==> config.mk <==
export PLATFORM = sky130hd
export DESIGN_NAME = special_box_drawer
export DESIGN_NICKNAME = d
export VERILOG_FILES = /design/src/rtl/special_box_drawer_pkg.sv /design/src/rtl/special_glyph.sv /design/src/rtl/special_box_drawer.sv
export SDC_FILE = /design/constraint.sdc
export NUM_CORES = 1
export LEC_CHECK = 0
export ABC_AREA = 1
export CAP_MARGIN = 15
export CORE_UTILIZATION = 30
export CTS_CLUSTER_DIAMETER = 60
export DETAILED_ROUTE_END_ITERATION = 10
export SYNTH_ARGS = -nofsm -noshare
export SYNTH_HDL_FRONTEND = slang
export SYNTH_HIERARCHICAL = 1
export SYNTH_SLANG_ARGS = --single-unit
==> constraint.sdc <==
create_clock -name clk -period 4.7 [get_ports clk]
set_clock_uncertainty 0.05 [all_clocks]
set_input_delay 0.94 -clock clk [delete_from_list [all_inputs] [get_ports clk]]
set_output_delay 0.94 -clock clk [all_outputs]
set_load 0.03 [all_outputs]
==> src/rtl/special_box_drawer_pkg.sv <==
// rtl/special_box_drawer_pkg.sv - shared kind/colour encodings and FSM states for the box drawer
package special_box_drawer_pkg;

    localparam logic [1:0] KIND_PLUS  = 2'd0;
    localparam logic [1:0] KIND_MINUS = 2'd1;
    localparam logic [1:0] KIND_ERASE = 2'd2;

    localparam logic [2:0] WHITE = 3'b111;
    localparam logic [2:0] GREEN = 3'b010;
    localparam logic [2:0] RED   = 3'b100;
    localparam logic [2:0] BLACK = 3'b000;

    typedef enum logic [2:0] {
        S_IDLE,
        S_LOAD,
        S_DRAW,
        S_NEXT,
        S_DONE
    } state_t;

endpackage

==> src/rtl/special_glyph.sv <==
// rtl/special_glyph.sv - combinational glyph colour lookup for one box pixel
module special_glyph
    import special_box_drawer_pkg::*;
#(
    parameter int BOX_SIZE = 9,
    parameter int CNT_W    = 4
) (
    input  logic [1:0]       kind,
    input  logic [CNT_W-1:0] row,
    input  logic [CNT_W-1:0] col,
    output logic [2:0]       colour
);

    // Centre band is the middle third of the box; the outer columns frame the horizontal bar.
    localparam logic [CNT_W-1:0] BAND_LO = CNT_W'(BOX_SIZE / 3);
    localparam logic [CNT_W-1:0] BAND_HI = CNT_W'(BOX_SIZE - BOX_SIZE / 3);
    localparam logic [CNT_W-1:0] EDGE    = CNT_W'(BOX_SIZE - 1);

    logic row_band;
    logic col_band;
    logic border;

    // Classify the pixel position, then pick the colour for the glyph kind.
    always_comb begin
        row_band = (row >= BAND_LO) && (row < BAND_HI);
        col_band = (col >= BAND_LO) && (col < BAND_HI);
        border   = (col == '0) || (col == EDGE);
        colour   = BLACK;
        case (kind)
            KIND_PLUS:  colour = ((row_band && !border) || col_band) ? GREEN : WHITE;
            KIND_MINUS: colour = (row_band && !border) ? RED : WHITE;
            default:    colour = BLACK;
        endcase
    end

endmodule

==> src/rtl/special_box_drawer.sv <==
// rtl/special_box_drawer.sv - draws enabled special-item glyphs into maze cells, one pixel per accept
module special_box_drawer
    import special_box_drawer_pkg::*;
#(
    parameter int NUM_ITEMS = 2,
    parameter int COORD_W   = 5,
    parameter int CELL_SIZE = 10,
    parameter int BOX_SIZE  = 9,
    parameter int X_OFFSET  = 80,
    parameter int Y_OFFSET  = 0
) (
    input  logic                         clk,
    input  logic                         reset,
    input  logic                         start,
    input  logic [NUM_ITEMS*COORD_W-1:0] item_x,
    input  logic [NUM_ITEMS*COORD_W-1:0] item_y,
    input  logic [NUM_ITEMS*2-1:0]       item_kind,
    input  logic [NUM_ITEMS-1:0]         item_en,
    input  logic                         pix_ready,
    output logic [8:0]                   x_loc,
    output logic [8:0]                   y_loc,
    output logic [2:0]                   colour,
    output logic                         plot,
    output logic                         busy,
    output logic                         done
);

    localparam int IDX_W  = (NUM_ITEMS > 1) ? $clog2(NUM_ITEMS) : 1;
    localparam int CNT_W  = $clog2(BOX_SIZE);
    localparam int ADDR_W = 16;
    localparam logic [CNT_W-1:0] LAST = CNT_W'(BOX_SIZE - 1);

    state_t state, state_n;
    logic [IDX_W-1:0] cur, cur_n;
    logic [CNT_W-1:0] row, row_n;
    logic [CNT_W-1:0] col, col_n;

    logic [NUM_ITEMS*COORD_W-1:0] sh_x;
    logic [NUM_ITEMS*COORD_W-1:0] sh_y;
    logic [NUM_ITEMS*2-1:0]       sh_kind;
    logic [NUM_ITEMS-1:0]         sh_en;

    logic             found_lo, found_hi;
    logic [IDX_W-1:0] idx_lo, idx_hi;
    logic [COORD_W-1:0] cx, cy;
    logic [1:0]       ckind;
    logic [2:0]       glyph_colour;

    // Snapshot the item table at the accepted start so later input changes cannot disturb the pass.
    always_ff @(posedge clk or posedge reset) begin
        if (reset) begin
            sh_x    <= '0;
            sh_y    <= '0;
            sh_kind <= '0;
            sh_en   <= '0;
        end else if (state == S_IDLE && start) begin
            sh_x    <= item_x;
            sh_y    <= item_y;
            sh_kind <= item_kind;
            sh_en   <= item_en;
        end
    end

    // Priority scan: lowest enabled slot overall, and lowest enabled slot above the current one.
    always_comb begin
        found_lo = 1'b0;
        found_hi = 1'b0;
        idx_lo   = '0;
        idx_hi   = '0;
        for (int i = NUM_ITEMS - 1; i >= 0; i--) begin
            if (sh_en[i]) begin
                found_lo = 1'b1;
                idx_lo   = IDX_W'(i);
                if (IDX_W'(i) > cur) begin
                    found_hi = 1'b1;
                    idx_hi   = IDX_W'(i);
                end
            end
        end
    end

    // Pick out the cell coordinates and kind of the slot being drawn.
    always_comb begin
        cx    = '0;
        cy    = '0;
        ckind = KIND_ERASE;
        for (int i = 0; i < NUM_ITEMS; i++) begin
            if (IDX_W'(i) == cur) begin
                cx    = sh_x[i*COORD_W +: COORD_W];
                cy    = sh_y[i*COORD_W +: COORD_W];
                ckind = sh_kind[i*2 +: 2];
            end
        end
    end

    special_glyph #(
        .BOX_SIZE (BOX_SIZE),
        .CNT_W    (CNT_W)
    ) u_glyph (
        .kind   (ckind),
        .row    (row),
        .col    (col),
        .colour (glyph_colour)
    );

    // State, slot index and pixel counters.
    always_ff @(posedge clk or posedge reset) begin
        if (reset) begin
            state <= S_IDLE;
            cur   <= '0;
            row   <= '0;
            col   <= '0;
        end else begin
            state <= state_n;
            cur   <= cur_n;
            row   <= row_n;
            col   <= col_n;
        end
    end

    // Next-state logic; DRAW only advances on a handshake so a stalled pixel stays presented.
    always_comb begin
        state_n = state;
        cur_n   = cur;
        row_n   = row;
        col_n   = col;
        case (state)
            S_IDLE: begin
                if (start) begin
                    state_n = S_LOAD;
                end
            end
            S_LOAD: begin
                row_n = '0;
                col_n = '0;
                if (found_lo) begin
                    cur_n   = idx_lo;
                    state_n = S_DRAW;
                end else begin
                    state_n = S_DONE;
                end
            end
            S_DRAW: begin
                if (pix_ready) begin
                    if (col == LAST) begin
                        col_n = '0;
                        if (row == LAST) begin
                            state_n = S_NEXT;
                        end else begin
                            row_n = row + 1'b1;
                        end
                    end else begin
                        col_n = col + 1'b1;
                    end
                end
            end
            S_NEXT: begin
                row_n = '0;
                col_n = '0;
                if (found_hi) begin
                    cur_n   = idx_hi;
                    state_n = S_DRAW;
                end else begin
                    state_n = S_DONE;
                end
            end
            S_DONE: begin
                state_n = S_IDLE;
                cur_n   = '0;
            end
            default: begin
                state_n = S_IDLE;
            end
        endcase
    end

    // Output decode from registered state; pixel fields are forced to zero whenever nothing is plotted.
    always_comb begin
        plot   = (state == S_DRAW);
        busy   = (state != S_IDLE);
        done   = (state == S_DONE);
        x_loc  = '0;
        y_loc  = '0;
        colour = '0;
        if (plot) begin
            x_loc  = 9'(ADDR_W'(X_OFFSET) + ADDR_W'(cx) * ADDR_W'(CELL_SIZE) + ADDR_W'(col));
            y_loc  = 9'(ADDR_W'(Y_OFFSET) + ADDR_W'(cy) * ADDR_W'(CELL_SIZE) + ADDR_W'(row));
            colour = glyph_colour;
        end
    end

endmodule

==> impl_metrics.ini <==
[setup_path]
r2r_slack_ns = 3.05
crit_path_start_kind = flip-flop
timing.critical_path.slowest_cell_delay_ns = 0.69
crit_slowest_cell = clkdlybuf4s50_1
arrival_ns = 3.44
worstSetupPathType = reg -> out
critical_path.cell_chain = inv_1 > nand2_1 > nand2_1 > ha_1 > inv_1 > fa_1 > xnor2_1 > inv_1 > nor2_1 > nand2_1 > a21oi_1 > clkdlybuf4s50_1
worstSetupEndpointType = output port
crit_required_ns = 3.71
timing.critical_path.fanout_max = 13

[clock_tree]
cts.sink_count = 38
clkSlewWorstSetupHoldPaths_ns = 0.08
root_buffer = clkbuf_8
cts_tree = yes
cts-buffers-inserted = 5
clock_latency_ns = 0.30
cts_max_path_buffers = 2
postCtsHoldBufs = 0
clock_tree.htree_level_count = 2

[yosys]
synthesis.area_um2 = 2830
synth_seq_cells = 38
most_area_hungry_cell_type_in_the_yosys_netlist = dfrtp_1
synth.yosys.seq_area_share_pct = 33.6
net_count_synth = 415
yosys.cell_types.count = 33
post_synth_main_area_contributors = dfrtp_1, nand2_1, ha_1
yosysWarningCount = 6
postSynth.asyncResetShare_pct = 100
synth_cells = 359
ys_top_cells_by_count = nand2_1, inv_1, dfrtp_1
edff_count_synth = 0
yosysTopAreaCellShare_pct = 33.6
synth-main-ff-cell = dfrtp_1
syn-mean-instance-area_um2 = 7.87
synth_most_common_cell = nand2_1

[floorplan]
floorplan.core_area_um2 = 9200
io_pins = 54
initial_core_util_pct = 30.7
placementRows = 35
die_h_um = 99.1
die_width_um = 99.1
fp.dieArea_um2 = 9810

[timing]
hold_viol = 0
finalSetupViolCount = 0
finalCritPeriodShare_pct = 94.2
worst_slew_margin_rel_pct = 65.7
timing.final.crit_period_ns = 4.43
achievable-frequency_ghz = 0.226
rsz0062_at_grt = no
timing_worst_slew_pin_value_ns = 0.515
timing.final.max_slew_violations = 0
tns_ns = 0

[placed_design]
buffer_ports.inserted = 53
dpl_cells = 518
gp_congestion = 0.787
place_area_um2 = 3460
hpwl_um = 5280

[layout]
fillCellCount = 966
area_occupied_by_multi_input_gates_um2 = 1620
nNetsFinal = 470
layout_cell_area_excl_fill_um2 = 3600
num_antenna_cells = 0
post_route_cells_drive_above_1_share_pct = 11.6
finalNonFillerCells = 526
seqCellArea_um2 = 952
flow.area_growth_from_synthesis_pct = 27.5

[global_route]
grt_util_all_layers_pct = 15.1
globalRouteOverflowTotal = 0
first_global_vias = 2488
initial_antenna_violation_count = 0
grt_start_max_net_pins = 39
global_route_wire_length_before_repair_um = 11800

[flow_run]
cap_violations = 0

[detailed_routing]
dr.pass1.iters = 4
detail-route-antenna-nets = 0
wl_per_cell_um = 13.0
detail_route.vias_per_cell = 4.66
drc = 0
wirelength_um = 6820
drt_first_iter_violations = 95
dr_total_vias = 2449

[outcome]
run_status = complete, no violations

[hold_path]
hold_class = reg -> reg
==> stage by stage <==
step / utilization [%] / setup slack, ns / hold slack [ns]
final: 39.2 / 0.273 / 0.462
after global routing: 39.2 / 0.00806 / 0.479
after CTS: 39.2 / 0.0721 / 0.464
after detailed placement: 37.7 / 0.418 / 0.445
after global placement: 37.7 / 0.536 / 0.437
after floorplan: - / 0.842 / 0.428
==> worst paths after layout <==
check                                      from                   end  depth (start not counted)
min reg2reg                 sh_x[4]$_DFFE_PP0P_   sh_x[4]$_DFFE_PP0P_                          1
min in group asynchronous                 reset  state[0]$_DFFE_PP0P_                          3
max reg2reg                state[2]$_DFFE_PP0P_  state[0]$_DFFE_PP0P_                          6
max                             cur$_DFFE_PP0P_              y_loc[8]                         12
max in group asynchronous                 reset       cur$_DFFE_PP0P_                          3
min                         sh_x[4]$_DFFE_PP0P_   sh_x[4]$_DFFE_PP0P_                          1
==> registers in the layout (all words and copies together), names as in the netlist <==
register / cells
col: 4
cur: 1
row: 4
sh_en: 2
sh_kind: 4
sh_x: 10
sh_y: 10
state: 3
==> critical path, delay by kind of cell (launching register included) <==
family	cells	cell delay [ns]
AO/OA/AOI/OAI	1	0.13
XOR/XNOR	1	0.27
adder cells (fa/ha/maj)	2	0.79
buffers and inverters	4	1.02
flip-flops	1	0.48
AND/OR/NAND/NOR	4	0.46
==> cell families (layout without fill, tap and decap cells) <==
logic type,after synthesis,count (layout),share of synthesized area (%)
and+or+nand+nor,158,158,24.6
buffers and inverters,64,120,9.21
AOI/OAI and AO/OA,53,53,10.7
DFF,38,38,33.6
adders and majority gates,26,26,12.6
muxes,17,17,8.37
xor gates and xnor gates,3,3,0.930
==> cells in the final DEF, fill, tap and decap left out, drive strengths merged <==
master	synthesis	routed
nor3	5	5
o21ai	21	21
clkinv	0	1
or2	1	1
bufinv	0	2
inv	57	57
xor2	2	2
o211ai	1	1
xnor2	1	1
nand2	88	88
o311ai	1	1
dfrtp	38	38
ha	22	22
clkdlybuf4s50	0	53
a21oi	29	29
clkbuf	1	5
nand4	3	3
buf	6	2
nand3	21	21
nor2	39	39
fa	4	4
mux2	17	17
o22ai	1	1
nand3b	1	1
==> final cells by class <==
| type | count | share of cell area [%] |
|---|---|---|
| clock inverters | 3 | 1.91 |
| well taps | 111 | 3.85 |
| clock buffers | 5 | 1.91 |
| multi-input cells | 257 | 44.8 |
| flip-flops and latches | 38 | 26.4 |
| inverters | 57 | 5.94 |
| repair buffers | 55 | 15.1 |
==> routing by layer <==
| metal | wire length (um) | GRT usage, % | vias up |
|---|---|---|---|
| met5 | 0 | 0 | - |
| met3 | 251 | 2.91 | 7 |
| met4 | 53 | 3.39 | 0 |
| li1 | - | - | 1259 |
| met2 | 3130 | 24.9 | 60 |
| met1 | 3390 | 20.6 | 1123 |
==> timing repair <==
action | CTS | global route
setup endpoints to repair | 0 | 6
gates resized for setup | 0 | 2
setup buffers | 0 | 0
Power is not shown: default switching activity piles up to over one toggle a cycle in this logic, so the estimate is an artifact.
